`src/rtl/serial_tx_lane.sv`:
```
// Serializer lane: parallel words in, one bit per clk out (MSB first) on a
// differential pair, with optional Manchester expansion of each byte to 16 bits.
module serial_tx_lane #(
  parameter int unsigned DATA_WIDTH = 8,
  parameter bit          IDLE_LEVEL = 1'b0
) (
  input  logic                  clk,
  input  logic                  aresetn,
  input  logic                  oce,
  input  logic                  man_en,
  input  logic [DATA_WIDTH-1:0] data_in,
  output logic                  word_req,
  output logic                  serial_out,
  output logic                  serial_out_p,
  output logic                  serial_out_n
);

  localparam int unsigned      CNT_W    = $clog2(DATA_WIDTH);
  localparam logic [CNT_W-1:0] CNT_LAST = CNT_W'(DATA_WIDTH - 1);
  localparam bit               MAN_OK   = (DATA_WIDTH == 8);

  // PH_FIRST: next load takes a fresh data_in; PH_SECOND: next load drains hold
  typedef enum logic {
    PH_FIRST  = 1'b0,
    PH_SECOND = 1'b1
  } phase_e;

  phase_e                phase_q, phase_d;
  logic [CNT_W-1:0]      bit_cnt_q, bit_cnt_d;
  logic [DATA_WIDTH-2:0] shreg_q, shreg_d;
  logic [7:0]            hold_q, hold_d;
  logic                  man_q, man_d;
  logic                  serial_q, serial_d;

  logic [7:0]            byte_in;
  logic [15:0]           man_code;
  logic [DATA_WIDTH-1:0] word;
  logic                  load_edge;

  // Each data bit becomes a two-bit symbol: 1 -> 01, 0 -> 10.
  always_comb begin
    byte_in = '0;
    byte_in[DATA_WIDTH-1:0] = data_in;
    man_code = '0;
    for (int i = 0; i < 8; i++) begin
      man_code[2*i+1] = ~byte_in[i];
      man_code[2*i]   = byte_in[i];
    end
  end

  always_comb begin
    phase_d   = phase_q;
    bit_cnt_d = bit_cnt_q;
    shreg_d   = shreg_q;
    hold_d    = hold_q;
    man_d     = man_q;
    serial_d  = serial_q;
    word      = '0;
    load_edge = (bit_cnt_q == CNT_LAST);

    if (oce) begin
      bit_cnt_d = (bit_cnt_q == '0) ? CNT_LAST : bit_cnt_q - CNT_W'(1);
      if (load_edge) begin
        if (phase_q == PH_SECOND) begin
          word    = hold_q[7 -: DATA_WIDTH];
          phase_d = PH_FIRST;
        end else begin
          // Mode is latched only here, so a byte is never split across modes.
          man_d = man_en && MAN_OK;
          if (man_en && MAN_OK) begin
            word    = man_code[15 -: DATA_WIDTH];
            hold_d  = man_code[7:0];
            phase_d = PH_SECOND;
          end else begin
            word = data_in;
          end
        end
        serial_d = word[DATA_WIDTH-1];
        shreg_d  = word[DATA_WIDTH-2:0];
      end else begin
        serial_d = shreg_q[DATA_WIDTH-2];
        shreg_d  = shreg_q << 1;
      end
    end
  end

  always_ff @(posedge clk or negedge aresetn) begin
    if (!aresetn) begin
      phase_q   <= PH_FIRST;
      bit_cnt_q <= CNT_LAST;
      shreg_q   <= '0;
      hold_q    <= '0;
      man_q     <= 1'b0;
      serial_q  <= IDLE_LEVEL;
    end else begin
      phase_q   <= phase_d;
      bit_cnt_q <= bit_cnt_d;
      shreg_q   <= shreg_d;
      hold_q    <= hold_d;
      man_q     <= man_d;
      serial_q  <= serial_d;
    end
  end

  // Handshake: word_req high means data_in is taken on the edge ending this cycle.
  assign word_req     = oce && load_edge && (phase_q == PH_FIRST);
  assign serial_out   = serial_q;
  assign serial_out_p = serial_q;
  assign serial_out_n = ~serial_q;

endmodule

```
`config.mk`:
```
export PLATFORM = sky130hd
export DESIGN_NAME = serial_tx_lane
export DESIGN_NICKNAME = d
export VERILOG_FILES = /design/src/rtl/serial_tx_lane.sv
export SDC_FILE = /design/constraint.sdc
export NUM_CORES = 1
export LEC_CHECK = 0
export CAP_MARGIN = 20
export CELL_PAD_IN_SITES_DETAIL_PLACEMENT = 1
export CELL_PAD_IN_SITES_GLOBAL_PLACEMENT = 1
export CORE_MARGIN = 2
export CORE_UTILIZATION = 41
export CTS_CLUSTER_DIAMETER = 100
export DETAILED_ROUTE_END_ITERATION = 10
export PLACE_DENSITY = 0.86
export SYNTH_ARGS = -nofsm -noshare
export SYNTH_HDL_FRONTEND = slang
export SYNTH_SLANG_ARGS = --single-unit
```
`constraint.sdc`:
```
create_clock -name clk -period 2.3 [get_ports clk]
set_input_delay 0.23 -clock clk [delete_from_list [all_inputs] [get_ports clk]]
set_output_delay 0.23 -clock clk [all_outputs]
set_load 0.02 [all_outputs]
```
==> results by group, run 1 <==
Run status
  – Outcome: completed

Timing
  – Least-Margin Pin Slew: 537 ps
  – Headroom to the max-slew limit: 0.641
  – F_max: 490 MHz
  – Final hold vios: 0
  – Clk_skew: 8.57 ps
  – Fin Setup TNS: 0 ps
  – Fin crit period: 2040 ps
  – Unrepaired setup endpoints after global routing: no
  – Max-slew violation count: 0
  – Post-route clock period utilization: 0.887
  – Final setup viols: 0

Routing
  – WL per Instance: 15.0 um
  – DRC viols: 0
  – Drt pass-1 iters: 4
  – Vias per inst: 5.49
  – ANT nets after route: 0
  – Initial drt markers: 6
  – Vias: 856
  – DRT Wirelength: 2340 um

Layout
  – Share of layout cells above drive strength 1: 0.0952
  – Finished Core Util: 0.512
  – Fin area: 1290 um2
  – Ant. Diodes: 0
  – Area Growth Syn to Fin: 16.7%
  – Final #Nets: 142

Floorplanning
  – Die Wd: 55.9 um
  – # rows: 18
  – Height of the die: 55.9 um
  – Starting Density: 0.438
  – Core area: 2520 um2
  – I/O pins: 16
  – Die area: 3130 um2

Critical path
  – Worst setup SP type: register
  – CP Capture Type: primary output
  – Critical path type: reg -> out
  – Critical path required time: 2070 ps
  – Peak fanout along the critical path: 6
  – CP Data Arrival Time: 1810 ps

Yosys
  – Post-Syn Instances: 112
  – Syn. warnings: 0
  – Syn Nets: 127
  – #FFs+latches synth: 20
  – Main flop type after synthesis: dfrtp_1
  – Mapped Area: 1110 um2
  – Register area share after synthesis: 0.456
  – Syn_area_per_cell: 9.88 um2
  – FFs w/ async S/R, synth: 1.00
  – Synth cell types: 29
  – Post-synth EDFFs: 0

Pwr
  – Power Density: 1080 nW/um2
  – Max VDD drop: 0.000592 V
  – Leakage: 0.000563 uW

Clock tree
  – # Post-CTS Setup Buffers: 0
  – Cts hold-fix bufs: 0
  – CTS Buf Count: 3
  – Clock Path Buffers: 2
  – CTS root buf: clkbuf_4
  – CTS tree: built
  – CTS clk-pin slew, worst paths: 110 ps
  – Clock H-tree levels: 1
  – Skew-Pair Late Insertion Delay: 310 ps
  – Post_cts resized: 1
  – Clock sinks: 20

Global route
  – Number of global-route vias before repair: 926
  – Total congestion overflow: 0
  – Initial antenna violation count: 0
  – Tot GR Track Use: 0.166
  – First-pass GRT wire length: 4130 um
  – Largest net degree at the start of global routing: 23

Run
  – Max-cap viol count: 0

Place
  – Placed wire-length estimate: 1830 um
  – Port Buffers: 15
  – GP Congestion: 0.737
  – Area after DPL: 1270 um2

Hold path
  – Min-Delay Path Class: in -> async
## cells in the mapped netlist (2+ instances only)
master | instances | area, um2
mux2_1 | 6 | 67.6
o311ai_1 | 3 | 26.3
nand2_1 | 13 | 48.8
ha_1 | 3 | 37.5
a31oi_1 | 8 | 50.1
nor2b_1 | 6 | 37.5
mux2i_1 | 2 | 20.0
dfrtp_1 | 17 | 425
nand2b_1 | 2 | 12.5
nor2_1 | 8 | 30.0
nand3_1 | 2 | 10.0
dfstp_2 | 3 | 78.8
clkbuf_1 | 4 | 15.0
o211ai_1 | 4 | 30.0
inv_1 | 5 | 18.8
a21oi_1 | 6 | 30.0
buf_6 | 2 | 22.5
or2b_1 | 6 | 45.0
mux2_4 | 2 | 30.0
## through the flow
step / total power [uW] / instances / setup WS, ps / hold WS (ps)
global route: 1510 / 156 / 182 / 267
finish: 1390 / 156 / 261 / 251
floorplan: 1040 / 112 / 605 / -65.6
CTS: 1410 / 156 / 257 / 264
detailed placement: 1240 / 152 / 318 / 488
global placement: 1180 / 152 / 337 / 476
## final timing paths
| check | start | to | slack (ps) | cells past startpoint |
|---|---|---|---|---|
| worst max-delay path | bit_cnt_q[0] | word_req | 260 | 3 |
| worst min-delay path | aresetn | shreg_q[1] | 250 | 2 |
| worst max register to register | bit_cnt_q[0] | hold_q[0] | 510 | 4 |
| worst min register to register | hold_q[6] | hold_q[6] | 510 | 1 |
| max in group asynchronous | aresetn | bit_cnt_q[0] | 1760 | 2 |
| min in group clk | hold_q[6] | hold_q[6] | 510 | 1 |
## layer usage
layer	share of wire	up-vias	track usage
met5	0	-	0
met1	0.42	416	0.202
met4	0.025	0	0.0714
met3	0.027	7	0.0140
met2	0.53	18	0.299
li1	-	415	-
## kinds of logic (layout without fill, tap and decap cells)
family                     after synthesis  count (layout)  share of synthesized area
AOI/OAI and AO/OA                       25              25                      0.145
and+or+nand+nor                         40              40                      0.189
muxes                                   10              10                      0.106
adders and majority gates                3               3                     0.0339
xor gates and xnor gates                 1               1                    0.00792
buffers and inverters                   13              27                     0.0622
DFF                                     20              20                      0.456
## flip-flops by register name, summed over array words and instances (netlist names)
register    count
hold_q          8
phase_q         1
shreg_q         7
serial_out      1
bit_cnt_q       3
## power by group
part           total, uW  switching (uW)  leakage, uW  internal (uW)
logic                582             302     0.000317            280
clock network        177             109    0.0000150           67.8
registers            634             105     0.000230            529
total               1390             517     0.000563            877
## final cells by class
class | count | area, um2
fillers | 291 | 1230
multi-input cells | 79 | 533
flip-flops and latches | 20 | 504
repair buffers | 18 | 171
well taps | 30 | 37.5
clock buffers | 4 | 26.3
inverters | 5 | 18.8
## worst max-delay path, cell delays in order, from the launching register on
cell	delay, ps
dfstp_2	570
ha_1	220
and4b_1	350
dlygate4sd2_1	370
## placed cells by master (no fill, tap or decap), types with 2 or more instances in the layout
cell type         n
dfrtp_1          17
clkdlybuf4s50_1  14
nand2_1          13
nor2_1            8
a31oi_1           8
nor2b_1           6
or2b_1            6
mux2_1            6
a21oi_1           6
inv_1             5
o211ai_1          4
o311ai_1          3
ha_1              3
dfstp_2           3
clkbuf_4          3
buf_4             3
nand2b_1          2
nand3_1           2
mux2i_1           2
mux2_4            2
(Power assumes the default switching activity.)
==> run 2, diff against run 1 <==
- SLEW_MARGIN: default -> 5
==> results of run 2 <==
The final DEF is identical to that of run 1; final timing and power are the same.
